--- config.mk ---
export PLATFORM = sky130hd
export DESIGN_NAME = mem_arbiter
export DESIGN_NICKNAME = d
export VERILOG_FILES = /design/src/rtl/mem_arbiter.sv
export SDC_FILE = /design/constraint.sdc
export NUM_CORES = 1
export LEC_CHECK = 0
export ABC_AREA = 1
export BUFFER_PORTS_ARGS = -buffer_cell sky130_fd_sc_hd__buf_4
export CELL_PAD_IN_SITES_DETAIL_PLACEMENT = 1
export CELL_PAD_IN_SITES_GLOBAL_PLACEMENT = 2
export CORE_AREA = 2 2 123 95
export CTS_CLUSTER_DIAMETER = 60
export DETAILED_ROUTE_END_ITERATION = 16
export DIE_AREA = 0 0 125 97
export PLACE_DENSITY_LB_ADDON = 0.1
export SYNTH_ARGS = -nofsm -noshare
export SYNTH_HDL_FRONTEND = slang
export SYNTH_SLANG_ARGS = --single-unit
--- constraint.sdc ---
create_clock -name clk -period 1.05 [get_ports clk]
set_input_delay 0.105 -clock clk [delete_from_list [all_inputs] [get_ports clk]]
set_output_delay 0.105 -clock clk [all_outputs]
set_load 0.05 [all_outputs]
--- src/rtl/mem_arbiter.sv ---
// mem_arbiter: shares one single-port synchronous RAM between instruction fetch and load/store
//   clk, rst (async, active-low)
//   i_req/i_addr -> i_gnt, i_rvalid/i_rdata    : fetch requester
//   d_req/d_we/d_addr/d_wdata -> d_gnt, d_rvalid/d_rdata : data requester
//   mem_en/mem_we/mem_addr/mem_wdata, mem_rdata : RAM side
module mem_arbiter #(
   parameter int ADDR_WIDTH     = 9,
   parameter int DATA_WIDTH     = 32,
   parameter int MAX_DATA_BURST = 4
) (
   input  logic                  clk,
   input  logic                  rst,
   input  logic                  i_req,
   input  logic [ADDR_WIDTH-1:0] i_addr,
   output logic                  i_gnt,
   output logic                  i_rvalid,
   output logic [DATA_WIDTH-1:0] i_rdata,
   input  logic                  d_req,
   input  logic                  d_we,
   input  logic [ADDR_WIDTH-1:0] d_addr,
   input  logic [DATA_WIDTH-1:0] d_wdata,
   output logic                  d_gnt,
   output logic                  d_rvalid,
   output logic [DATA_WIDTH-1:0] d_rdata,
   output logic                  mem_en,
   output logic                  mem_we,
   output logic [ADDR_WIDTH-1:0] mem_addr,
   output logic [DATA_WIDTH-1:0] mem_wdata,
   input  logic [DATA_WIDTH-1:0] mem_rdata
);
   localparam logic [3:0] BURST = 4'(MAX_DATA_BURST);
   logic [3:0] r_cnt;
   logic       r_i_rd_pend;
   logic       r_d_rd_pend;
   logic       w_fetch_turn;
   // fetch overrides data priority once it has lost MAX_DATA_BURST times in a row
   assign w_fetch_turn = i_req & (r_cnt >= BURST);
   assign d_gnt        = rst & d_req & ~w_fetch_turn;
   assign i_gnt        = rst & i_req & ~(d_req & ~w_fetch_turn);
   assign mem_en       = i_gnt | d_gnt;
   assign mem_we       = d_gnt & d_we;
   assign mem_addr     = i_gnt ? i_addr : d_addr;
   assign mem_wdata    = d_wdata;
   assign i_rvalid     = r_i_rd_pend;
   assign d_rvalid     = r_d_rd_pend;
   assign i_rdata      = mem_rdata;
   assign d_rdata      = mem_rdata;
   always_ff @(posedge clk or negedge rst) begin
      if (!rst) begin
         r_cnt       <= '0;
         r_i_rd_pend <= 1'b0;
         r_d_rd_pend <= 1'b0;
      end else begin
         r_cnt       <= (d_gnt & i_req) ? ((r_cnt >= BURST) ? BURST : r_cnt + 4'd1) :
                        (i_gnt | ~i_req) ? 4'd0 : r_cnt;
         r_i_rd_pend <= i_gnt;
         r_d_rd_pend <= d_gnt & ~d_we;
      end
   end
endmodule

# Word level (Yosys, flattened, before mapping)

Cells that the tools add are included.

Register bits: 6
Logic and storage cells: 25

Add/sub/neg operators: 1
Order comparisons: 1
Mux-type cells: 4
Bitwise logic cells: 15
Reductions and logical operators: 1

Operator list:

| kind                                                                                | count |
|---|---|
| 4-bit two-way mux                                                                   | 3 |
| 1-bit AND                                                                           | 9 |
| 9-bit two-way mux                                                                   | 1 |
| 4-bit by 1-bit adder with 4-bit output, second input constant                       | 1 |
| 4-bit by 3-bit greater-or-equal comparator with 1-bit output, second input constant | 1 |
| 1-bit inverter                                                                      | 4 |
| 1-bit bitwise OR                                                                    | 2 |
| 2-bit nonzero test                                                                  | 1 |

# Longest topological paths before layout

Word-level depth: 9
Gate-level depth with buffers: 6

# Least setup slack after synthesis

No wires, ideal clock.

Path kind: register to output
From: register r_cnt[2]
To: output port mem_we
Data arrival time: 1,346 ps
Data required time: 945 ps
Path slack: -401 ps
Cell stages (with the launch flop): 4
Cell sequence: dfrtp_1 > o21ai_4 > nand2_1 > nor2_1

Longest elaborated chain between the ends: 5

Ends and longest elaborated chain:

| item                                                         | line | RTL |
|---|---|---|
| start, declared                                              | 32   | `logic [3:0] r_cnt;` |
| start signal, assigned                                       | 54   | `r_cnt <= (d_gnt & i_req) ? ((r_cnt >= BURST) ? BURST : r_cnt + 4'd1) :` |
| 4-bit by 3-bit greater-or-equal comparator with 1-bit output | 37   | `assign w_fetch_turn = i_req & (r_cnt >= BURST);` |
| 1-bit AND                                                    | 37   |  |
| 1-bit inverter                                               | 38   | `assign d_gnt = rst & d_req & ~w_fetch_turn;` |
| 1-bit AND                                                    | 38   |  |
| 1-bit AND                                                    | 41   | `assign mem_we = d_gnt & d_we;` |
| end, declared                                                | 26   | `output logic mem_we,` |

Every way passes these cells.

# Worst setup path after layout

From: register r_cnt[3]
To: output port mem_addr[0]

Longest elaborated chain between the ends: 7

Ends and longest elaborated chain:

| item                                                         | line | RTL |
|---|---|---|
| 4-bit by 3-bit greater-or-equal comparator with 1-bit output | 37   |  |
| 1-bit AND                                                    | 37   |  |
| 1-bit inverter                                               | 39   | `assign i_gnt = rst & i_req & ~(d_req & ~w_fetch_turn);` |
| 1-bit AND                                                    | 39   |  |
| 1-bit inverter                                               | 39   |  |
| 1-bit AND                                                    | 39   |  |
| 9-bit two-way mux                                            | 42   | `assign mem_addr = i_gnt ? i_addr : d_addr;` |
| end, declared                                                | 27   | `output logic [ADDR_WIDTH-1:0] mem_addr,` |

Every way passes these cells.

==> summary.md <==
| Metric | Value |
|---|---|
| Max-cap violations | `0` |
| First-pass iteration count of the detailed router | `2` |
| Sequential fraction of the synthesis area | `12.8%` |
| Number of antenna violations at the first check in global routing | `0` |
| Violated checks | `setup timing` |
| Sequential fraction of design power | `17.9%` |
| Global-route usage over all layers | `4.65%` |
| Final hold viol count | `0` |
| Dpl hpwl | `2.41 mm` |
| Buffers from clock root to sink, at most | `2` |
| Cell with the largest stage delay on the worst path | `sky130_fd_sc_hd__dfrtp_1` |
| Starting density of the core | `10.8%` |
| CTS Root Buffer Type | `sky130_fd_sc_hd__clkbuf_16` |
| RSZ-0062 raised after global routing | `true` |
| Critical path data required time | `0.94 ns` |
| Post-place setup slack | `-0.262 ns` |
| Filler Cells Inserted | `1270` |
| Starting DRT DRC Count | `27` |
| Die W | `125 um` |
| Post-route non-filler standard cell count | `253` |
| Number of buffers created by CTS | `3` |
| Clk sink count | `6` |
| Max-slew violation count | `0` |
| Net count after synthesis | `247` |
| Headroom to the max-slew limit | `80.3%` |
| Global-route wire length before repair | `4.42 mm` |
| Fmax | `681 MHz` |
| IO buf count | `37` |
| Beginning of the critical path | `r_cnt[3]` |
| Hold path start | `d_we` |
| Die height | `97 um` |
| Wire length per cell | `11.5 um` |
| Post-route core utilization | `11.9%` |
| DRC violation count after routing | `0` |
| Areal power density over the cells | `1050 mW/mm^2` |
| Reg clk slew, reported paths | `0.03 ns` |
| Static power due to leakage | `0.579 nW` |
| Endpoint type of the worst setup path | `primary output` |
| Maximum level of the CTS H-tree | `1` |
| Global placer's final weighted congestion | `0.665` |
| Clock tree skew after final layout | `0.00169 ns` |
| Number of global-route vias before repair | `824` |
| Share of power burned in combinational logic | `36.5%` |
| CTS tree | `done` |
| Register bit count reported by yosys | `6` |
| CP arrival | `1.36 ns` |
| Final worst path period need | `1.47 ns` |
| Total design power | `1.35 mW` |
| Internal power | `0.929 mW` |
| Count of endpoints failing setup in the final report | `15` |
| Post-Syn Instances | `159` |
| Critical path launch point type | `flop` |
| Final Worst Setup Slack | `-0.418 ns` |
| Maximum cell stage delay along the critical path | `0.40 ns` |
| Maximum fanout along the worst path | `6` |
| Proportion of total power due to net switching | `31.0%` |
| Worst path bufs/invs | `1` |
| Vias | `685` |
| Overflow after GRT | `0` |
| Number of nets in the finished design | `203` |
| Largest vdd supply drop | `259 uV` |
| Share of power burned in the clock network | `45.5%` |
| Antenna Cells | `0` |
| Tcrit/Tclk final | `140%` |
| I/O pin total | `198` |
| Total standard cell area after synthesis | `0.00117 mm^2` |
| Minimum hold slack | `0.0389 ns` |
| Core region area | `0.0108 mm^2` |
| Final wirelength | `2.91 mm` |
| Top cell by count, worst path | `sky130_fd_sc_hd__nand2_4` |
| Outcome | `complete, but fails checks` |
| Overall die area | `0.0121 mm^2` |
| Number of unique standard cell types used by synthesis | `15` |
| Count of yosys warnings during synthesis | `0` |
| NetSw | `0.417 mW` |
| FP Rows | `33` |
| Worst hold-check path type | `in -> reg` |
| Average size of a mapped cell | `7.37 um^2` |
| Vias/cell | `2.71` |
| Least-Margin Pin Slew | `0.294 ns` |
| Clock latency on the worst-skew pair | `0.23 ns` |
| Signed area change from the synthesized netlist to the final layout | `9.39%` |
| Number of nets still failing antenna checks after routing | `0` |
| Number of instances in the placed design | `245` |
| Proportion of layout cells with a drive suffix above 1 | `68.1%` |
| Critical Setup Path Class | `reg -> out` |
| Cell family with the largest share of critical-path delay | `flip-flops` |
| Largest net degree at the start of global routing | `11` |
| Cell Chain, Critical Path | `o21ai_4 -> nand2_4 -> nand2_8 -> nand2_2 -> nand2_4 -> buf_8` |
| R2r startpoint | `r_cnt[3]` |
==> layout make-up <==
| class | instances | area [um^2] | area share (%) |
|---|---|---|---|
| repair buffers | 46 | 430 | 33.6 |
| inverters | 8 | 32.5 | 2.54 |
| flip-flops and latches | 6 | 150 | 11.7 |
| clock buffers | 3 | 75.1 | 5.85 |
| well taps | 140 | 175 | 13.7 |
| multi-input cells | 50 | 419 | 32.7 |
==> cell families (layout without fill, tap and decap cells) <==
group           after synthesis  in the layout  share of synthesized area, %
buf+inv                     105             57                          65.2
fa+ha+maj                     1              1                          1.07
simple gates                 45             47                          19.1
compound gates                2              2                          1.81
flops                         6              6                          12.8
==> power by group through the flow <==
| stage | Combinational (mW) | Sequential [mW] | Clock [mW] |
|---|---|---|---|
| 2_1_floorplan | 1.22 | 0.255 | 0 |
| 3_3_place_gp | 0.421 | 0.244 | 0 |
| 3_5_place_dp | 0.417 | 0.244 | 0 |
| 4_1_cts | 0.487 | 0.242 | 0.630 |
| 5_1_grt | 0.525 | 0.242 | 0.648 |
| 6_report | 0.492 | 0.242 | 0.613 |
==> cells in the final DEF (no fill, tap or decap), types with 2 or more instances in the layout <==
cell type / n
sky130_fd_sc_hd__nand2_8: 2
sky130_fd_sc_hd__nor2_1: 2
sky130_fd_sc_hd__buf_6: 4
sky130_fd_sc_hd__nor2_4: 2
sky130_fd_sc_hd__inv_1: 7
sky130_fd_sc_hd__nand2_1: 9
sky130_fd_sc_hd__dfrtp_1: 6
sky130_fd_sc_hd__clkbuf_16: 3
sky130_fd_sc_hd__nand2_4: 14
sky130_fd_sc_hd__nand4_1: 3
sky130_fd_sc_hd__buf_8: 9
sky130_fd_sc_hd__nand3_2: 5
sky130_fd_sc_hd__buf_4: 32
sky130_fd_sc_hd__nand2_2: 4
sky130_fd_sc_hd__nand3_1: 6
==> final timing paths <==
check                              end  slack (ns)  cells after the start
setup / recovery           mem_addr[0]       -0.42                      6
min in group asynchronous     d_rvalid        0.41                      3
setup reg to reg              d_rvalid       -0.04                      5
hold / removal                d_rvalid        0.04                      2
max in group asynchronous     r_cnt[2]        0.41                      3
hold reg to reg               r_cnt[1]        0.52                      2
==> registers in the layout (all words and copies together) (netlist names) <==
name / cells
i_rvalid: 1
d_rvalid: 1
r_cnt: 4
==> synth_stat cells (all sizes together) <==
| master | instances | area [um^2] |
|---|---|---|
| buf | 97 | 732 |
| dfrtp | 6 | 150 |
| ha | 1 | 12.5 |
| inv | 8 | 32.5 |
| nand2 | 27 | 135 |
| nand3 | 11 | 55.1 |
| nand4 | 3 | 18.8 |
| nor2 | 4 | 15.0 |
| o21ai | 2 | 21.3 |
==> metrics by stage <==
step                      area [um^2]  setup TNS, ns
after floorplan                  1250          -1.05
after global placement           1010          -2.47
after detailed placement         1010          -2.63
after CTS                        1240          -5.38
after global routing             1280          -6.12
final                            1280          -5.09
==> per-layer routing <==
| layer | share of wire (%) | vias up | GRT usage, % |
|---|---|---|---|
| met5 | 0 | - | 0 |
| met3 | 11 | 35 | 1.66 |
| met4 | 5.5 | 0 | 4.36 |
| met1 | 38 | 286 | 5.34 |
| li1 | - | 304 | - |
| met2 | 46 | 60 | 6.65 |
==> repair_timing <==
action                     CTS  global route
hold buffers                 1             0
cloned                       1             1
setup endpoints to repair   15            18
buffers inserted             2             0
pin swaps                    3             0
hold endpoints to repair     6             0
gates resized for setup     30             7
Power figures use the tool's default switching activity.
